$ cat src/rtl/keymill_fifo_pkg.sv
// Shared constants and helpers for the keymill single-clock FIFO.
// The sticky error flags are built only when KEYMILL_FIFO_ERR_EN is defined.
package keymill_fifo_pkg;

  localparam int unsigned DefaultDataW = 32;
  localparam int unsigned DefaultAddrW = 3;

  // Bit positions of the sticky error flags in the status register map
  localparam int unsigned ErrOverflowBit  = 0;
  localparam int unsigned ErrUnderflowBit = 1;
  localparam int unsigned ErrFlagW        = 2;

  function automatic int unsigned fifo_depth(input int unsigned addr_w);
    return 32'd1 << addr_w;
  endfunction

endpackage

$ cat src/rtl/keymill_fifo_ram.sv
// DEPTH x DATA_W storage: synchronous write port, asynchronous read port.
module keymill_fifo_ram
  import keymill_fifo_pkg::*;
#(
  parameter int unsigned DataW = DefaultDataW,
  parameter int unsigned AddrW = DefaultAddrW
) (
  input  logic             clk_i,
  input  logic             we_i,
  input  logic [AddrW-1:0] waddr_i,
  input  logic [DataW-1:0] wdata_i,
  input  logic [AddrW-1:0] raddr_i,
  output logic [DataW-1:0] rdata_o
);

  localparam int unsigned Depth = fifo_depth(AddrW);

  logic [DataW-1:0] mem_q [Depth];

  always_ff @(posedge clk_i) begin
    if (we_i) begin
      mem_q[waddr_i] <= wdata_i;
    end
  end

  assign rdata_o = mem_q[raddr_i];

endmodule

$ cat src/rtl/keymill_sync_fifo.sv
// Parametrised show-ahead single-clock FIFO with count, watermarks and flush.
// Define KEYMILL_FIFO_ERR_EN to add sticky overflow/underflow outputs.
module keymill_sync_fifo
  import keymill_fifo_pkg::*;
#(
  parameter int unsigned DATA_W    = DefaultDataW,
  parameter int unsigned ADDR_W    = DefaultAddrW,
  parameter int unsigned AF_MARGIN = 1,
  parameter int unsigned AE_MARGIN = 1
) (
  input  logic              clk,
  input  logic              rst,
  input  logic              flush,
  input  logic              wr_en,
  input  logic [DATA_W-1:0] buf_in,
  input  logic              rd_en,
  output logic [DATA_W-1:0] buf_out,
  output logic              buf_empty,
  output logic              buf_full,
  output logic              almost_empty,
  output logic              almost_full,
  output logic [ADDR_W:0]   fifo_count
`ifdef KEYMILL_FIFO_ERR_EN
  ,
  output logic              overflow,
  output logic              underflow
`endif
);

  localparam int unsigned DEPTH = fifo_depth(ADDR_W);
  localparam int unsigned CntW  = ADDR_W + 1;

  localparam logic [ADDR_W:0]   FullCnt = CntW'(DEPTH);
  localparam logic [ADDR_W:0]   AfCnt   = CntW'(DEPTH - AF_MARGIN);
  localparam logic [ADDR_W:0]   AeCnt   = CntW'(AE_MARGIN);
  localparam logic [ADDR_W-1:0] PtrOne  = ADDR_W'(1);
  localparam logic [ADDR_W:0]   CntOne  = CntW'(1);

  logic [ADDR_W-1:0] wr_ptr_q, wr_ptr_d;
  logic [ADDR_W-1:0] rd_ptr_q, rd_ptr_d;
  logic [ADDR_W:0]   count_q, count_d;
  logic              push_ok, pop_ok;

  assign buf_empty    = (count_q == '0);
  assign buf_full     = (count_q == FullCnt);
  assign almost_empty = (count_q <= AeCnt);
  assign almost_full  = (count_q >= AfCnt);
  assign fifo_count   = count_q;

  // A push while full is legal only because the same-cycle pop frees a slot
  assign pop_ok  = rd_en & ~buf_empty;
  assign push_ok = wr_en & (~buf_full | rd_en);

  always_comb begin
    wr_ptr_d = wr_ptr_q;
    rd_ptr_d = rd_ptr_q;
    count_d  = count_q;
    if (flush) begin
      wr_ptr_d = '0;
      rd_ptr_d = '0;
      count_d  = '0;
    end else begin
      if (push_ok) wr_ptr_d = wr_ptr_q + PtrOne;
      if (pop_ok)  rd_ptr_d = rd_ptr_q + PtrOne;
      unique case ({push_ok, pop_ok})
        2'b10:   count_d = count_q + CntOne;
        2'b01:   count_d = count_q - CntOne;
        default: count_d = count_q;
      endcase
    end
  end

  always_ff @(posedge clk or posedge rst) begin
    if (rst) begin
      wr_ptr_q <= '0;
      rd_ptr_q <= '0;
      count_q  <= '0;
    end else begin
      wr_ptr_q <= wr_ptr_d;
      rd_ptr_q <= rd_ptr_d;
      count_q  <= count_d;
    end
  end

  keymill_fifo_ram #(
    .DataW (DATA_W),
    .AddrW (ADDR_W)
  ) u_ram (
    .clk_i   (clk),
    .we_i    (push_ok & ~flush),
    .waddr_i (wr_ptr_q),
    .wdata_i (buf_in),
    .raddr_i (rd_ptr_q),
    .rdata_o (buf_out)
  );

`ifdef KEYMILL_FIFO_ERR_EN
  logic [ErrFlagW-1:0] err_q, err_d;

  // Sticky until reset; flush deliberately leaves them alone
  always_comb begin
    err_d = err_q;
    if (wr_en & buf_full & ~rd_en) err_d[ErrOverflowBit]  = 1'b1;
    if (rd_en & buf_empty)         err_d[ErrUnderflowBit] = 1'b1;
  end

  always_ff @(posedge clk or posedge rst) begin
    if (rst) begin
      err_q <= '0;
    end else begin
      err_q <= err_d;
    end
  end

  assign overflow  = err_q[ErrOverflowBit];
  assign underflow = err_q[ErrUnderflowBit];
`endif

endmodule

$ cat config.mk
export PLATFORM = sky130hd
export DESIGN_NAME = keymill_sync_fifo
export DESIGN_NICKNAME = d
export VERILOG_FILES = /design/src/rtl/keymill_fifo_pkg.sv /design/src/rtl/keymill_fifo_ram.sv /design/src/rtl/keymill_sync_fifo.sv
export SDC_FILE = /design/constraint.sdc
export NUM_CORES = 1
export LEC_CHECK = 0
export ABC_AREA = 0
export BUFFER_PORTS_ARGS = -buffer_cell sky130_fd_sc_hd__buf_2
export CORE_MARGIN = 2
export CORE_UTILIZATION = 50
export DETAILED_ROUTE_END_ITERATION = 6
export PLACE_DENSITY_LB_ADDON = 0.12
export SLEW_MARGIN = 20
export SYNTH_ARGS = -nofsm -noshare
export SYNTH_HDL_FRONTEND = slang
export SYNTH_HIERARCHICAL = 1
export SYNTH_SLANG_ARGS = --single-unit
$ cat constraint.sdc
create_clock -name clk -period 6.3 [get_ports clk]
set_input_delay 0.63 -clock clk [delete_from_list [all_inputs] [get_ports clk]]
set_output_delay 0.63 -clock clk [all_outputs]
set_load 0.01 [all_outputs]
==> Yosys cells after proc, flatten, opt, wreduce, memory -nomap -nowiden <==
Memory sizes are Yosys's and may differ from the RTL's.
Index checks and enable logic that the tools add are counted.
{ "totals": {"n_memories": 1, "output_inout_bits": 40, "input_bits": 37, "word_cells": 32, "ramBits": 256, "reg_bits": 10} }
{ "classes": {"bitwise": 7, "n_eq_ne": 3, "reduce_logical": 4, "mux": 8, "add_sub_neg": 4, "n_lt_le_gt_ge": 2} }
{ "memory_table": {"columns": ["name", "words", "width", "rd", "rd_clocked_by_memory_dff", "write_ports", "line_no", "source"], "rows": [
  ["u_ram.mem_q", 8, 32, 1, 0, 1, "keymill_fifo_ram.sv:18", "logic [DataW-1:0] mem_q [Depth];"]
]} }
{ "ops": {"columns": ["cell", "n"], "rows": [
  ["$mux 3", 4],
  ["$pmux 4 s2", 1],
  ["$add 3x1->3 const B", 2],
  ["$add 4x1->4 const B", 1],
  ["$eq 4x4->1 const B", 1],
  ["$ge 4x3->1 const B", 1],
  ["$le 4x1->1 const B", 1],
  ["$logic_not 4->1", 1],
  ["$mux 4", 1],
  ["$reduce_bool 2->1", 2],
  ["$sub 4x1->4 const B", 1],
  ["$and 1x1->1", 3],
  ["$not 1->1", 3],
  ["$reduce_bool 3->1", 1],
  ["$eq 2x1->1 const B", 1],
  ["$eq 2x2->1 const B", 1],
  ["$mux 1", 2],
  ["$or 1x1->1", 1]
]} }

==> Depth between registers and ports, before layout <==
{ "depth": {"depth_word": 7, "mapped_depth": 8, "ltp_nobuf": 7} }

==> Hierarchy <==
The synthesis kept the hierarchy.
{ "modules_own_cells": {"columns": ["mod", "cells_per_inst", "instances", "area_each_um2"], "rows": [
  ["keymill_fifo_ram", 383, 1, 9825.7],
  ["keymill_sync_fifo", 78, 1, 693.2]
]} }

==> Worst setup path before layout <==
Ideal clock, no wire load.
{ "synth_path": {"kind": "register to register", "startpoint": "register count_q[0] (netlist: fifo_count[0])", "endpoint": "memory u_ram/mem_q[0][0] (netlist bit) (enable)", "path_slack_ns": 2.315, "path_stages_with_launch": 9, "t_required_ns": 5.839, "arrival_time_ns": 3.524, "setup_ns": 0.461, "cell_sequence": "dfrtp_1 > inv_1 > ha_1 > nand2b_1 > buf_6 > o31ai_2 > nor2_1 > nand2b_1 > nor3_1"} }
{ "synth_between": {"elab_chain_cells": 7} }
{ "synth_lines": {"columns": ["item", "line_no", "source"], "rows": [
  ["start: declaration", "keymill_sync_fifo.sv:41", "logic [ADDR_W:0] count_q, count_d;"],
  ["start signal: assignment", "keymill_sync_fifo.sv:81", "count_q <= count_d;"],
  ["$eq 4x4->1", "keymill_sync_fifo.sv:45", "assign buf_full = (count_q == FullCnt);"],
  ["$not 1->1", "keymill_sync_fifo.sv:52", "assign push_ok = wr_en & (~buf_full | rd_en);"],
  ["$or 1x1->1", "keymill_sync_fifo.sv:52", null],
  ["$and 1x1->1", "keymill_sync_fifo.sv:52", null],
  ["$and 1x1->1", "keymill_sync_fifo.sv:90", ".we_i (push_ok & ~flush),"],
  ["$mux 1", "keymill_fifo_ram.sv:21", "if (we_i) begin"],
  ["$mux 1 (not written as such)", "keymill_fifo_ram.sv:22", "mem_q[waddr_i] <= wdata_i;"],
  ["end: declaration", "keymill_fifo_ram.sv:18", null]
]} }
No other way between the ends.

==> Worst setup path in the final report <==
{ "layout_path": {"startpoint": "register rd_ptr_q[0]", "endpoint": "output buf_out[1]"} }
{ "layout_between": {"elab_chain_cells": 1} }
{ "layout_lines": {"columns": ["item", "line_no", "source"], "rows": [
  ["start: declaration", "keymill_sync_fifo.sv:40", "logic [ADDR_W-1:0] rd_ptr_q, rd_ptr_d;"],
  ["start signal: assignment", "keymill_sync_fifo.sv:80", "rd_ptr_q <= rd_ptr_d;"],
  ["$mem_v2 8x32", null, null],
  ["end: declaration", "keymill_sync_fifo.sv:17", "output logic [DATA_W-1:0] buf_out,"]
]} }
No other way between the ends.

==> flow_metrics.tcl <==
set metrics [dict create \
    status "finished, final reports clean" \
    grt_usage_pct 18.0 \
    reg2reg_to "u_ram/mem_q[4][6]" \
    rsz0062_at_grt "no" \
    cts_root_buf "clkbuf_16" \
    setup_viol 0 \
    drt-vias-per-instance 5.62 \
    die_w_um 149 \
    hold_path_class "in2async" \
    core_mm2 0.0208 \
    maxCapViolations 0 \
    hold_buffers 0 \
    slew_headroom_pct 30.8 \
    crit_fanout 40 \
    overflow 0 \
    swShare_pct 21.3 \
    synth-seq-area-share_pct 75.5 \
    vdd.ir_drop.worst_mv 0.305 \
    intPower_w 0.00332 \
    initial_core_util_pct 50.5 \
    synth_area_leaders "edfxtp_1, mux4_1, mux4_2, mux2_2, dfrtp_1" \
    synth.top_cell.area_share_pct 73.1 \
    drive_above_1_share_pct 35.0 \
    synth_most_common_cell "edfxtp_1" \
    synth_edf_count 256 \
    comb_power_share_pct 10.2 \
    synth-seq-cells 266 \
    fin_crit_ns 3.70 \
    worst_setup_path_end_kind "output port" \
    power.density_mw_per_mm2 345 \
    die_height_um 149 \
    grt_util_met1_pct 24.9 \
    cp.required_ns 5.67 \
    ys_types 34 \
    synth_commonest_cells "edfxtp_1, mux4_1, mux2_2" \
    grt_antenna_before_repair 1 \
    diodes 0 \
    avgRoutedWirePerCell_um 22.7 \
    busiest_layer "met2" \
    drt_iter0_markers 323 \
    leakagePower_nw 4.08 \
    reg2reg_slack_ns 3.13 \
    port_buffers 76 \
    route.detailed.drc 0 \
    worstSkewPairLatency_ns 0.52 \
    dieArea_mm2 0.0222 \
    p_seq_share_pct 48.2 \
    grt_pass1_wl_um 29700 \
    finalHoldViolations 0 \
    fin_skew_ns 0.00673 \
    gp_congestion 0.777 \
    ys.flop_type "edfxtp_1" \
    period_share_pct 58.8 \
    yosysWarnings 6 \
    stdcell_count 849 \
    cts_tree "yes" \
    syn_area_mm2 0.0105 \
    detail-route-antenna-nets 0 \
    cts_setup_buffers 0 \
    rows 53 \
    critPathArrivalTime_ns 3.07 \
    synth_top_area_cell "edfxtp_1" \
    crit_path_start_kind "flop" \
    htreeDepth 1 \
    drt-total-wl_um 19300 \
    r2r-start "fifo_count[0]" \
    maxSlewViolCount 0 \
    clk_pin_slew_worst_paths_ns 0.06 \
    grt_pass1_vias 5070 \
    p_switching_w 0.000899 \
    max_freq_mhz 270 \
    dp_cells 799 \
    syn_inst 461 \
    grt_util_met2_pct 30.4 \
    syn_to_final_growth_pct 16.2 \
    dr.pass1.iters 4 \
    cts_sinks 266 \
    cts_buffer_depth 3 \
    num_vias 4768 \
    grt_max_degree 64 \
    dp_hpwl_um 10600 \
    worstMarginPinSlew_ns 1.04 \
    path_class "reg2out" \
    pwr-share-clk_pct 41.5 \
    cts_buffers 27 \
    synthArstFlopShare_pct 3.76 \
    ff2ff_path_depth 8 \
    cts_resized 0 \
    syn_nets 503 \
    syn_area_per_cell_um2 22.8 \
    finalNetCount 595 \
    io_pins 77 \
    setup-tns-final_ns 0 \
    use_met3_pct 3.06 \
]
worst max-delay path by stage:
| stage | start | depth (start not counted) | endpoint | slack, ns |
|---|---|---|---|---|
| 4_1_cts | rd_ptr_q[0] | 4 | buf_out[1] | 2.47 |
| 5_1_grt | rd_ptr_q[0] | 4 | buf_out[17] | 2.38 |
| 3_5_place_dp | rd_ptr_q[0] | 4 | buf_out[1] | 3.04 |
| 6_report | rd_ptr_q[0] | 4 | buf_out[1] | 2.60 |
| 3_3_place_gp | rd_ptr_q[0] | 4 | buf_out[12] | 3.08 |
| 2_1_floorplan | fifo_count[0] | 8 | u_ram/mem_q[0][0] | 2.32 |
cell families after synthesis:
kind of cell / after synthesis / share of synthesized area [%]
multiplexers: 101 / 19.0
AND/OR/NAND/NOR: 39 / 1.69
buffers and inverters: 29 / 1.72
AO/OA/AOI/OAI: 16 / 1.07
adder cells (fa/ha/maj): 5 / 0.595
flip-flops: 266 / 75.5
XOR/XNOR: 5 / 0.416
registers in the layout (all words and copies together) (netlist names):
name         count
u_ram/mem_q    256
rd_ptr_q         3
fifo_count       4
wr_ptr_q         3
stage by stage:
| stage | area (um2) | util [%] | total power, W | setup WS [ns] | hold slack (ns) |
|---|---|---|---|---|---|
| after CTS | 12200 | 58.7 | 0.00427 | 2.47 | 0.0871 |
| final | 12200 | 58.7 | 0.00422 | 2.60 | 0.0897 |
| after detailed placement | 11200 | 53.9 | 0.00251 | 3.04 | 0.556 |
| after global placement | 11200 | 53.9 | 0.00250 | 3.08 | 0.542 |
| after floorplan | 10500 | - | 0.00238 | 2.32 | 0.470 |
| after global routing | 12200 | 58.7 | 0.00438 | 2.38 | 0.104 |
power by group through the flow:
stage | combinational [W] | clock [W] | sequential [W]
after CTS | 0.000440 | 0.00179 | 0.00204
after global routing | 0.000470 | 0.00187 | 0.00204
after floorplan | 0.000358 | 0 | 0.00203
final | 0.000432 | 0.00175 | 0.00203
after detailed placement | 0.000438 | 0 | 0.00207
after global placement | 0.000428 | 0 | 0.00207
layer usage:
metal	share of wire, %	vias to the layer above
met5	0.067	-
met4	1.4	2
met3	4.6	26
met2	50	121
met1	44	2472
li1	-	2147
final cells by class:
class,instances,area (um2)
multi-input cells,166,2450
fillers,1554,8600
inverters,6,22.5
well taps,275,344
flip-flops and latches,266,7940
clock inverters,18,278
clock buffers,32,724
repair buffers,86,455
placed cells by master, fill, tap and decap left out, types with 2 or more instances in the layout:
| master | synthesis | layout |
|---|---|---|
| mux4_2 | 24 | 24 |
| clkinv_4 | 0 | 2 |
| mux4_1 | 40 | 40 |
| dfrtp_2 | 0 | 2 |
| clkinv_2 | 0 | 6 |
| nor2_4 | 0 | 6 |
| ha_1 | 5 | 5 |
| mux2i_1 | 4 | 4 |
| clkbuf_1 | 3 | 2 |
| clkbuf_16 | 0 | 27 |
| a21oi_1 | 3 | 3 |
| xor2_1 | 5 | 5 |
| buf_4 | 1 | 10 |
| nor3_1 | 4 | 2 |
| nand3b_1 | 2 | 2 |
| o21ai_0 | 4 | 4 |
| mux2_2 | 32 | 32 |
| edfxtp_1 | 256 | 256 |
| buf_2 | 7 | 76 |
| inv_1 | 6 | 6 |
| bufinv_16 | 0 | 7 |
| dfrtp_1 | 10 | 7 |
| nand2b_1 | 5 | 5 |
| nand2_1 | 6 | 6 |
| nor3_2 | 0 | 2 |
| clkbuf_8 | 0 | 3 |
| nor2_1 | 19 | 13 |
worst max-delay path, cell delays in order (launching register included):
cell     delay [ns]
dfrtp_4        0.89
buf_4          0.57
mux4_1         0.63
mux2_2         0.29
buf_2          0.15
No activity file was read; power rests on OpenSTA's default activity.
